[src/rtl/reg_dump_ctrl.sv]
// Debug readout sequencer: walks the register bank in ascending address order
// and streams each word MSB-first as bytes over a valid/ready handshake.
module reg_dump_ctrl #(
    parameter int DATA_WIDTH = 32,
    parameter int NREGS      = 32,
    parameter int ADDR_WIDTH = 5
) (
    input  logic                  i_clock,
    input  logic                  i_reset,
    input  logic                  i_start,
    output logic [ADDR_WIDTH-1:0] o_reg_addr,
    input  logic [DATA_WIDTH-1:0] i_reg_data,
    output logic [7:0]            o_tx_data,
    output logic                  o_tx_valid,
    input  logic                  i_tx_ready,
    output logic                  o_busy,
    output logic                  o_done
);

    localparam int NBYTES = DATA_WIDTH / 8;
    localparam int CNT_W  = (NBYTES > 1) ? $clog2(NBYTES) : 1;
    localparam logic [ADDR_WIDTH-1:0] LAST_ADDR = ADDR_WIDTH'(NREGS - 1);
    localparam logic [CNT_W-1:0]      LAST_BYTE = CNT_W'(NBYTES - 1);

    typedef enum logic [2:0] {
        IDLE,
        READ,
        SEND,
        NEXT,
        DONE
    } state_t;

    state_t                  state_reg, state_next;
    logic [ADDR_WIDTH-1:0]   addr_reg, addr_next;
    logic [DATA_WIDTH-1:0]   word_reg, word_next;
    logic [CNT_W-1:0]        cnt_reg, cnt_next;

    always_ff @(posedge i_clock) begin
        if (i_reset) begin
            state_reg <= IDLE;
            addr_reg  <= '0;
            word_reg  <= '0;
            cnt_reg   <= '0;
        end else begin
            state_reg <= state_next;
            addr_reg  <= addr_next;
            word_reg  <= word_next;
            cnt_reg   <= cnt_next;
        end
    end

    always_comb begin
        state_next = state_reg;
        addr_next  = addr_reg;
        word_next  = word_reg;
        cnt_next   = cnt_reg;
        case (state_reg)
            IDLE: begin
                addr_next = '0;
                if (i_start) begin
                    state_next = READ;
                end
            end
            READ: begin
                // The word is sampled exactly once; bytes in flight ignore later bank writes.
                word_next  = i_reg_data;
                cnt_next   = '0;
                state_next = SEND;
            end
            SEND: begin
                if (i_tx_ready) begin
                    word_next = word_reg << 8;
                    cnt_next  = cnt_reg + 1'b1;
                    if (cnt_reg == LAST_BYTE) begin
                        state_next = NEXT;
                    end
                end
            end
            NEXT: begin
                if (addr_reg == LAST_ADDR) begin
                    state_next = DONE;
                end else begin
                    addr_next  = addr_reg + 1'b1;
                    state_next = READ;
                end
            end
            DONE: begin
                addr_next  = '0;
                state_next = IDLE;
            end
            default: begin
                addr_next  = '0;
                state_next = IDLE;
            end
        endcase
    end

    // Outputs decode straight from registers, so valid/data stay stable while stalled.
    assign o_reg_addr = addr_reg;
    assign o_tx_data  = word_reg[DATA_WIDTH-1 -: 8];
    assign o_tx_valid = (state_reg == SEND);
    assign o_busy     = (state_reg != IDLE);
    assign o_done     = (state_reg == DONE);

endmodule
[config.mk]
export PLATFORM = sky130hd
export DESIGN_NAME = reg_dump_ctrl
export DESIGN_NICKNAME = d
export VERILOG_FILES = /design/src/rtl/reg_dump_ctrl.sv
export SDC_FILE = /design/constraint.sdc
export NUM_CORES = 1
export LEC_CHECK = 0
export CAP_MARGIN = 40
export CORE_ASPECT_RATIO = 1.4
export CORE_MARGIN = 2
export CORE_UTILIZATION = 34
export CTS_BUF_LIST = sky130_fd_sc_hd__clkbuf_4 sky130_fd_sc_hd__clkbuf_8
export DETAILED_ROUTE_END_ITERATION = 10
export GPL_TIMING_DRIVEN = 0
export SLEW_MARGIN = 20
export SYNTH_ARGS = -nofsm -noshare
export SYNTH_HDL_FRONTEND = slang
export SYNTH_SLANG_ARGS = --single-unit
[constraint.sdc]
create_clock -name i_clock -period 1.95 [get_ports i_clock]
set_input_delay 0.2925 -clock i_clock [delete_from_list [all_inputs] [get_ports i_clock]]
set_output_delay 0.2925 -clock i_clock [all_outputs]
set_load 0.005 [all_outputs]
==> flow_metrics.env <==
export IMPL_critical_path_arrival_ns=1.60
export IMPL_num_antenna_cells=0
export IMPL_final_hold_viol_count=0
export IMPL_postPlaceCellArea_um2=2860
export IMPL_timing_final_crit_period_ns=1.89
export IMPL_ys_async_sr_fraction_pct=0
export IMPL_syn_to_final_growth_pct=30.5
export IMPL_drtIter0Drc=33
export IMPL_max_stage_delay_ns=0.50
export IMPL_place_inst=347
export IMPL_drv_slew=0
export IMPL_cp_top_family="buffers and inverters"
export IMPL_antenna_found_initial=0
export IMPL_mappedNetlistNets=262
export IMPL_cts_sinks=42
export IMPL_grt_pass1_wl_um=8310
export IMPL_synth_ff_type="dfxtp_1"
export IMPL_dp_hpwl_um=3790
export IMPL_drcViolationCount=0
export IMPL_final_cells=354
export IMPL_cts_hold_buf=0
export IMPL_synth_mux_area_share_pct=0.882
export IMPL_wl_per_cell_um=14.4
export IMPL_end_kind="output port"
export IMPL_cts_root_buf="clkbuf_8"
export IMPL_drv_cap=0
export IMPL_grt_use_total_pct=14.3
export IMPL_drt_first_pass_iters=4
export IMPL_synth_top_cell_area_share_pct=37.0
export IMPL_ys_warn_count=0
export IMPL_stdcell_area_um2=2960
export IMPL_cts_buffer_depth=2
export IMPL_synth_area_leaders="dfxtp_1, a211oi_2, o22ai_2, inv_1, buf_6"
export IMPL_p_leak_nw=1.08
export IMPL_std_cell_rows=35
export IMPL_die_w_um=73.1
export IMPL_cts_buffers=5
export IMPL_path_cells="buf_6 > buf_8 > inv_1 > nand2_1 > clkdlybuf4s50_1"
export IMPL_drive_gt1_share_pct=28.2
export IMPL_setup_tns_ns=0
export IMPL_synth_top_family_by_area="compound AO/OA/AOI/OAI gates"
export IMPL_fin_skew_ns=0.00693
export IMPL_floorplan_die_area_um2=7360
export IMPL_largest_register_ffs=32
export IMPL_synth_fa_ha_area_share_pct=1.65
export IMPL_period_share_pct=97.0
export IMPL_synth_common_cells="dfxtp_1, inv_1, a211oi_2, o22ai_2"
export IMPL_yosys_area_share_simple_pct=11.3
export IMPL_portBuffers=50
export IMPL_crit_buf_inv=4
export IMPL_io_pins=52
export IMPL_final_util_pct=45.4
export IMPL_syn_cell_area_um2=2270
export IMPL_clock_latency_ns=0.29
export IMPL_antenna_left=0
export IMPL_ys_seq_area_share_pct=37.0
export IMPL_core_area_um2=6530
export IMPL_relSlewSlack_pct=53.0
export IMPL_setup_violations=0
export IMPL_worst_slew_pin_slew_ns=0.705
export IMPL_start_util_pct=34.8
export IMPL_fmax_mhz=528
export IMPL_powerDensity_nw_per_um2=715
export IMPL_die_h_um=101
export IMPL_critPathKind="flip-flop to output port"
export IMPL_routed_wl_um=5110
export IMPL_synth_largest_area_cell="dfxtp_1"
export IMPL_ys_ff_latch=42
export IMPL_grt_overflow_total=0
export IMPL_cts_resized=8
export IMPL_gp_congestion=0.755
export IMPL_nNetsFinal=319
export IMPL_cts_tree="built"
export IMPL_status="finished clean"
export IMPL_synth_compound_area_share_pct=34.9
export IMPL_rsz0062_at_grt="no"
export IMPL_cp_required_ns=1.66
export IMPL_peakVddDrop_v=0.000333
export IMPL_synthXorXnorAreaFrac_pct=0.386
export IMPL_path_clk_slew_ns=0.08
export IMPL_htree_levels=2
export IMPL_syn_inst=223
export IMPL_grt_max_degree=13
export IMPL_hold_path_class="flip-flop to flip-flop"
export IMPL_cp_slowest_cell="clkdlybuf4s50_1"
export IMPL_syn_area_per_cell_um2=10.2
export IMPL_routed_via_density=5.04
export IMPL_grt_pass1_vias=1749
export IMPL_critPathLaunchType="flip-flop"
export IMPL_post_cts_repair_setup_buffers=0
export IMPL_synth_edf_count=0
export IMPL_whs_ns=0.463
export IMPL_vias=1784
export IMPL_crit_path_max_fanout=10
export IMPL_yosysMostFrequentCell="dfxtp_1"
export IMPL_synth_cell_type_count=43
-- cell usage in the layout (no fill, tap or decap), types with 6 or more instances in the layout --
cell              n
buf_6             9
o22ai_2          20
a22oi_1           7
clkdlybuf4s50_1  48
dfxtp_1          40
inv_1            28
nand3_1          11
buf_4             8
a21oi_1          11
a211oi_2         20
clkbuf_1          6
-- worst min-delay path: stages (launching register included) --
cell	delay [ns]
dfxtp_1	0.31
inv_1	0.06
a211oi_2	0.05
-- metrics by stage --
step	total power, mW	setup WS, ns
after floorplan	1.40	0.263
after global placement	1.60	-0.0825
after detailed placement	1.61	-0.0757
after CTS	2.15	0.0168
after global routing	2.24	0.00179
final	2.12	0.0578
-- kinds of logic after synthesis --
family / Yosys count
buffers and inverters: 56
adder cells (fa/ha/maj): 3
AO/OA/AOI/OAI: 81
flip-flops: 42
multiplexers: 2
AND/OR/NAND/NOR: 38
XOR/XNOR: 1
-- area by class of cell --
cell class,instances,area (um^2)
Clock inverter,2,10.0
Sequential cell,42,846
Timing Repair Buffer,50,498
Inverter,28,105
Multi-Input combinational cell,125,1120
Clock buffer,5,68.8
Tap cell,74,92.6
Fill cell,660,3560
Buffer,28,224
-- per-layer routing --
layer	wire (um)	share of wire [%]	vias to the layer above	track usage (%)
met2	2580	50	44	26.2
met1	2230	44	818	16.7
met4	53	1.0	0	3.42
met3	244	4.8	5	3.10
li1	-	-	917	-
met5	0	0	-	0
-- path summary, 6_finish.rpt --
path	end	depth (start not counted)	slack [ns]	from
min reg2reg	word_reg[25]	2	0.46	word_reg[25]
max	o_busy	5	0.06	state_reg[2]
max reg2reg	o_reg_addr[0]	6	0.13	o_reg_addr[0]
min	word_reg[25]	2	0.46	word_reg[25]
-- where the power goes --
part / total [mW] / switching, mW / internal [mW] / leakage, nW
Combinational: 0.588 / 0.258 / 0.330 / 0.688
Sequential: 0.994 / 0.0524 / 0.941 / 0.345
Clock: 0.539 / 0.298 / 0.241 / 0.0438
Total: 2.12 / 0.608 / 1.51 / 1.08
Power figures use the tool's default switching activity.
